File: src/rtl/code_run_encoder_if.sv
`default_nettype none
// ============================================================================
// Module      : code_run_encoder_if
// Description : Code input, flush and (code, length) output handshake bundle
//               of the run-length encoder.
// Revision    : 1.0 - initial release
// ============================================================================
interface code_run_encoder_if #(
   parameter int CNT_W = 6
);
   logic [1:0]       code_in;
   logic             code_valid;
   logic             flush;
   logic             out_valid;
   logic             out_ready;
   logic [1:0]       out_code;
   logic [CNT_W-1:0] out_len;
   logic             overflow;

   // Producer/consumer side: feeds codes and accepts pairs
   modport master (
      output code_in, code_valid, flush, out_ready,
      input  out_valid, out_code, out_len, overflow
   );

   // Encoder side
   modport slave (
      input  code_in, code_valid, flush, out_ready,
      output out_valid, out_code, out_len, overflow
   );
endinterface
`default_nettype wire

File: src/rtl/code_run_encoder.sv
`default_nettype none
// ============================================================================
// Module      : code_run_encoder
// Description : Collapses consecutive identical 2-bit codes into (code, length)
//               pairs, stages each closed pair for one cycle and buffers it in
//               a FIFO presented over a valid/ready handshake.
//               Optional build macro CODE_RUN_DROP_ZERO_EN: closed runs of
//               code 0 are discarded before reaching the FIFO.
// Revision    : 1.0 - initial release
// ============================================================================
module code_run_encoder #(
   parameter int CNT_W      = 6,
   parameter int FIFO_DEPTH = 4
) (
   input  wire logic         clock,
   input  wire logic         reset,
   code_run_encoder_if.slave bus
);
   localparam int               c_addr_w  = $clog2(FIFO_DEPTH);
   localparam logic [CNT_W-1:0] c_max_len = '1;
   localparam logic [CNT_W-1:0] c_len_one = CNT_W'(1);
   localparam logic [c_addr_w:0] c_ptr_one = (c_addr_w + 1)'(1);

   typedef enum logic [0:0] {
      S_IDLE = 1'b0,
      S_RUN  = 1'b1
   } state_t;

   state_t           r_state;
   state_t           w_state_nxt;
   logic [1:0]       r_cur_code;
   logic [1:0]       w_cur_code_nxt;
   logic [CNT_W-1:0] r_cur_len;
   logic [CNT_W-1:0] w_cur_len_nxt;

   logic             w_close;
   logic [1:0]       w_close_code;
   logic [CNT_W-1:0] w_close_len;
   logic             w_keep;

   // One-cycle staging register between run closure and FIFO write
   logic             r_pend_valid;
   logic [1:0]       r_pend_code;
   logic [CNT_W-1:0] r_pend_len;

   logic [CNT_W+1:0] r_mem [FIFO_DEPTH];
   logic [c_addr_w:0] r_wr_ptr;
   logic [c_addr_w:0] r_rd_ptr;
   logic             r_overflow;

   logic             w_empty;
   logic             w_full;
   logic             w_pop;
   logic             w_write;
   logic [CNT_W+1:0] w_head;

   // Run tracker register
   always_ff @(posedge clock) begin
      if (reset) begin
         r_state    <= S_IDLE;
         r_cur_code <= 2'd0;
         r_cur_len  <= '0;
      end else begin
         r_state    <= w_state_nxt;
         r_cur_code <= w_cur_code_nxt;
         r_cur_len  <= w_cur_len_nxt;
      end
   end

   // Run tracker next state: extend, saturate-and-restart, or close the run
   always_comb begin
      w_state_nxt    = r_state;
      w_cur_code_nxt = r_cur_code;
      w_cur_len_nxt  = r_cur_len;
      w_close        = 1'b0;
      w_close_code   = r_cur_code;
      w_close_len    = r_cur_len;
      case (r_state)
         S_IDLE: begin
            if (bus.code_valid) begin
               w_state_nxt    = S_RUN;
               w_cur_code_nxt = bus.code_in;
               w_cur_len_nxt  = c_len_one;
            end
         end
         S_RUN: begin
            if (bus.flush) begin
               // A code arriving with the flush belongs to the next run
               w_close = 1'b1;
               if (bus.code_valid) begin
                  w_cur_code_nxt = bus.code_in;
                  w_cur_len_nxt  = c_len_one;
               end else begin
                  w_state_nxt = S_IDLE;
               end
            end else if (bus.code_valid) begin
               if (bus.code_in == r_cur_code) begin
                  if (r_cur_len == c_max_len) begin
                     w_close       = 1'b1;
                     w_cur_len_nxt = c_len_one;
                  end else begin
                     w_cur_len_nxt = r_cur_len + c_len_one;
                  end
               end else begin
                  w_close        = 1'b1;
                  w_cur_code_nxt = bus.code_in;
                  w_cur_len_nxt  = c_len_one;
               end
            end
         end
         default: begin
            w_state_nxt = S_IDLE;
         end
      endcase
   end

`ifdef CODE_RUN_DROP_ZERO_EN
   // Code 0 is the upstream idle/reset code; its runs carry no information
   assign w_keep = w_close && (w_close_code != 2'd0);
`else
   assign w_keep = w_close;
`endif

   // Stage the closed pair for one cycle before it is written into the FIFO
   always_ff @(posedge clock) begin
      if (reset) begin
         r_pend_valid <= 1'b0;
         r_pend_code  <= 2'd0;
         r_pend_len   <= '0;
      end else begin
         r_pend_valid <= w_keep;
         r_pend_code  <= w_close_code;
         r_pend_len   <= w_close_len;
      end
   end

   // Extra pointer bit separates full (MSBs differ) from empty (equal)
   assign w_empty = (r_wr_ptr == r_rd_ptr);
   assign w_full  = (r_wr_ptr[c_addr_w] != r_rd_ptr[c_addr_w]) &&
                    (r_wr_ptr[c_addr_w-1:0] == r_rd_ptr[c_addr_w-1:0]);
   assign w_pop   = !w_empty && bus.out_ready;
   // A pop in the same cycle frees the slot the write lands in
   assign w_write = r_pend_valid && (!w_full || w_pop);

   // FIFO pointers and sticky overflow flag
   always_ff @(posedge clock) begin
      if (reset) begin
         r_wr_ptr   <= '0;
         r_rd_ptr   <= '0;
         r_overflow <= 1'b0;
      end else begin
         if (w_write) begin
            r_wr_ptr <= r_wr_ptr + c_ptr_one;
         end
         if (w_pop) begin
            r_rd_ptr <= r_rd_ptr + c_ptr_one;
         end
         if (r_pend_valid && w_full && !w_pop) begin
            r_overflow <= 1'b1;
         end
      end
   end

   // FIFO storage; contents are don't-care until written
   always_ff @(posedge clock) begin
      if (w_write) begin
         r_mem[r_wr_ptr[c_addr_w-1:0]] <= {r_pend_code, r_pend_len};
      end
   end

   // Head pair is forced to zero while the FIFO is empty
   assign w_head        = w_empty ? '0 : r_mem[r_rd_ptr[c_addr_w-1:0]];
   assign bus.out_valid = !w_empty;
   assign bus.out_code  = w_head[CNT_W+1:CNT_W];
   assign bus.out_len   = w_head[CNT_W-1:0];
   assign bus.overflow  = r_overflow;

endmodule
`default_nettype wire

File: src/flat_wrapper.sv
// flat-port wrapper written by rule: the top's interface ports become plain ports
module code_run_encoder_flat 
#(
   parameter int CNT_W      = 6,
   parameter int FIFO_DEPTH = 4
)
  (clock, reset, bus_code_in, bus_code_valid, bus_flush, bus_out_ready, bus_out_valid, bus_out_code, bus_out_len, bus_overflow);
  code_run_encoder_if #(.CNT_W(CNT_W)) bus_i ();
  input  wire logic clock;
  input  wire logic reset;
  input wire logic [$bits(bus_i.code_in)-1:0] bus_code_in;
  input wire logic [$bits(bus_i.code_valid)-1:0] bus_code_valid;
  input wire logic [$bits(bus_i.flush)-1:0] bus_flush;
  input wire logic [$bits(bus_i.out_ready)-1:0] bus_out_ready;
  output wire logic [$bits(bus_i.out_valid)-1:0] bus_out_valid;
  output wire logic [$bits(bus_i.out_code)-1:0] bus_out_code;
  output wire logic [$bits(bus_i.out_len)-1:0] bus_out_len;
  output wire logic [$bits(bus_i.overflow)-1:0] bus_overflow;
  assign bus_i.code_in = bus_code_in;
  assign bus_i.code_valid = bus_code_valid;
  assign bus_i.flush = bus_flush;
  assign bus_i.out_ready = bus_out_ready;
  assign bus_out_valid = bus_i.out_valid;
  assign bus_out_code = bus_i.out_code;
  assign bus_out_len = bus_i.out_len;
  assign bus_overflow = bus_i.overflow;
  code_run_encoder #(.CNT_W(CNT_W), .FIFO_DEPTH(FIFO_DEPTH)) u_core (.clock(clock), .reset(reset), .bus(bus_i));
endmodule
File: config.mk
export PLATFORM = sky130hd
export DESIGN_NAME = code_run_encoder_flat
export DESIGN_NICKNAME = d
export VERILOG_FILES = /design/src/rtl/code_run_encoder_if.sv /design/src/rtl/code_run_encoder.sv /design/src/flat_wrapper.sv
export SDC_FILE = /design/constraint.sdc
export NUM_CORES = 1
export LEC_CHECK = 0
export ABC_AREA = 1
export CORE_MARGIN = 1
export CORE_UTILIZATION = 48
export CTS_CLUSTER_DIAMETER = 150
export DETAILED_ROUTE_END_ITERATION = 16
export PLACE_DENSITY = 0.67
export SLEW_MARGIN = 0
export SYNTH_ARGS = -nofsm -noshare
export SYNTH_HDL_FRONTEND = slang
export SYNTH_SLANG_ARGS = --single-unit
File: constraint.sdc
create_clock -name clock -period 2.15 [get_ports clock]
set_input_delay 0.215 -clock clock [delete_from_list [all_inputs] [get_ports clock]]
set_output_delay 0.215 -clock clock [all_outputs]
set_load 0.02 [all_outputs]
==> insert_results.sql <==
INSERT INTO impl_metrics (metric_group, metric, value, unit) VALUES
('worst_setup_path', 'timing.critical_path.from_type', 'flip-flop', ''),
('synthesis', 'yosys_register_bits', '59', ''),
('timing', 'setup_total_negative_slack', '0', 'ns'),
('worst_setup_path', 'cp.required', '1.93', 'ns'),
('cells_and_area', 'n_antenna_cell', '0', ''),
('drt', 'route.detailed.vias_per_inst', '4.79', ''),
('clock_network', 'cts_buffer_depth', '2', ''),
('floorplan', 'fp.dieH', '73.8', 'um'),
('timing', 'layout_min_cycle_time', '1.95', 'ns'),
('grt', 'grt_first_pass_wirelength', '7200', 'um'),
('floorplan', 'top_level_ports', '17', ''),
('drt', 'avgRoutedWirePerCell', '11.6', 'um'),
('synthesis', 'ys_warn_count', '0', ''),
('clock_network', 'cts_htree_levels', '3', ''),
('cells_and_area', 'design_area', '0.00293', 'mm2'),
('worst_setup_path', 'timing.critical_path.mode_cell', 'nand2_1', ''),
('cells_and_area', 'layout.cells.most_common', 'nand2_1', ''),
('timing', 'rsz_0062_raised_after_global_routing', 'no', ''),
('clock_network', 'tritoncts', 'built', ''),
('synthesis', 'synth_top_cells_by_area', 'edfxtp_1, dfxtp_1, nand2_1', ''),
('worst_setup_path', 'critical_path.endpoint_type', 'output pin', ''),
('timing', 'hold_violations', '0', ''),
('synthesis', 'synth-seq-area-share', '60.7', '%'),
('timing', 'worst-slew-pin-transition', '0.380', 'ns'),
('worst_setup_path', 'worst_r2r_startpoint', 'u_core.r_wr_ptr[2]', ''),
('flow_run', 'timing.max_cap.violations', '0', ''),
('cells_and_area', 'final_cell_mix', 'nand2_1, nor2_1, inv_1', ''),
('placement', 'gp_congestion', '0.799', ''),
('clock_network', 'post-cts-setup-buffers', '0', ''),
('clock_network', 'cts_repair_resize_count', '12', ''),
('timing', 'timing_max_transition_violations_final', '0', ''),
('power_and_ir_drop', 'p_leak', '1.25', 'nW'),
('clock_network', 'cts_hold_buf', '0', ''),
('worst_setup_path', 'cp_data_arrival_time', '1.74', 'ns'),
('synthesis', 'netlist-cell-type-count', '29', ''),
('placement', 'port-buffer-count', '16', ''),
('drt', 'drt-total-wl', '4130', 'um'),
('worst_hold_path', 'hold_wc_startpoint', 'u_core.bus.overflow', ''),
('synthesis', 'synth.avg_cell_area', '9.51', 'um2'),
('floorplan', 'initial_core_util', '51.0', '%'),
('timing', 'fmax', '512', 'MHz'),
('worst_setup_path', 'path_cells', 'inv_1 > nand2_1 > nand2_1 > nor2_4 > nand2_4 > nand2_1 > inv_1 > dlygate4sd2_1', ''),
('drt', 'drt_iter0_markers', '82', ''),
('drt', 'drtPass1Iterations', '4', ''),
('grt', 'gr-total-overflow', '0', ''),
('floorplan', 'dieWidth', '73.8', 'um'),
('grt', 'global_route.usage.total', '18.1', '%'),
('clock_network', 'worst_skew_pair.late_latency', '0.32', 'ns'),
('timing', 'setup_violations', '0', ''),
('timing', 'clock_skew', '0.00754', 'ns'),
('cells_and_area', 'nNetsFinal', '298', ''),
('worst_setup_path', 'worst-r2r-cell-count', '6', ''),
('worst_hold_path', 'holdCritPathClass', 'reg -> reg', ''),
('placement', 'dp_hpwl', '2820', 'um'),
('clock_network', 'cts_num_sinks', '59', ''),
('synthesis', 'netlist.area_leader.share', '38.8', '%'),
('worst_setup_path', 'timing.critical_path.slowest_cell_delay', '0.40', 'ns'),
('outcome', 'run_status', 'completed', ''),
('drt', 'num_vias', '1709', ''),
('timing', 'layout_worst_path_cycle_share', '90.9', '%'),
('synthesis', 'synth_top_cell_by_area', 'edfxtp_1', ''),
('clock_network', 'cts_buffers', '9', ''),
('worst_setup_path', 'crit_fanout', '13', ''),
('grt', 'grt_pass1_vias', '1583', ''),
('power_and_ir_drop', 'p_per_area', '889', 'mW/mm2'),
('synthesis', 'netlist_instances', '260', ''),
('worst_hold_path', 'hold_depth', '2', ''),
('synthesis', 'postSynthNetCount', '273', ''),
('cells_and_area', 'synthesis_to_finish_area_growth', '18.4', '%'),
('grt', 'initial_antenna_violation_count', '0', ''),
('worst_setup_path', 'slowest_stage', 'dfxtp_1', '');
[routing by layer]
layer	global-route usage, %	share of wire (%)
met5	0	0
met2	28.6	45
met1	23.7	50
met4	5.13	0.29
met3	6.17	4.0
[path summary, 6_finish.rpt]
path / slack (ns) / to
setup / recovery: 0.20 / bus_out_len[1]
hold / removal: 0.46 / u_core.bus.overflow
setup reg to reg: 0.58 / u_core.r_mem[1][0]
hold reg to reg: 0.46 / u_core.bus.overflow
[final cells by class]
| class | instances | area (um2) |
|---|---|---|
| multi-input cells | 158 | 800 |
| well taps | 67 | 83.8 |
| fillers | 425 | 1920 |
| flip-flops and latches | 59 | 1500 |
| repair buffers | 21 | 190 |
| inverters | 36 | 138 |
| clock inverters | 4 | 47.5 |
| clock buffers | 12 | 165 |
[stage by stage]
step	setup WS, ns	power, mW	cells	util (%)	hold slack [ns]
floorplan	0.558	1.51	260	-	0.297
global placement	0.168	1.61	341	55.9	0.436
detailed placement	0.139	1.62	341	55.9	0.446
CTS	0.0440	2.63	357	60.3	0.456
global route	0.0289	2.73	357	60.4	0.490
finish	0.196	2.60	357	60.4	0.456
[critical path: cells and delay by family, from the launching register on]
| family | cells | cell delay [ns] |
|---|---|---|
| AND/OR/NAND/NOR | 5 | 0.57 |
| buffers and inverters | 3 | 0.46 |
| flip-flops | 1 | 0.40 |
[cell families (layout without fill, tap and decap cells)]
| kind of cell | after synthesis | count (layout) | synth area share, % |
|---|---|---|---|
| adder cells (fa/ha/maj) | 6 | 6 | 3.03 |
| AO/OA/AOI/OAI | 30 | 30 | 7.49 |
| flip-flops | 59 | 59 | 60.7 |
| buffers and inverters | 43 | 73 | 7.18 |
| AND/OR/NAND/NOR | 118 | 118 | 20.2 |
| XOR/XNOR | 4 | 4 | 1.42 |
[synth_stat cells, drive strengths merged]
| cell type | count |
|---|---|
| edfxtp | 32 |
| clkinv | 1 |
| o32ai | 8 |
| nand4 | 2 |
| ha | 6 |
| dfxtp | 27 |
| nor2 | 50 |
| o21ai | 9 |
| inv | 35 |
| xnor2 | 1 |
| a31oi | 1 |
| nor3 | 2 |
| clkbuf | 1 |
| nand3 | 12 |
| nand3b | 1 |
| nand2 | 51 |
| a21oi | 12 |
| xor2 | 3 |
| buf | 6 |
[flip-flops by register name, indices dropped and copies added, names as in the netlist, named ones only]
name,flops
u_core.r_wr_ptr,3
u_core.r_mem,32
u_core.r_cur_len,6
u_core.bus.overflow,1
u_core.r_rd_ptr,3
u_core.r_pend_len,6
u_core.r_pend_valid,1
u_core.r_cur_code,2
u_core.r_state,1
u_core.r_pend_code,2
[power breakdown]
| part | switching, mW | internal, mW |
|---|---|---|
| Combinational | 0.198 | 0.126 |
| Clock | 0.403 | 0.626 |
| Sequential | 0.0427 | 1.21 |
(Power assumes the default switching activity.)
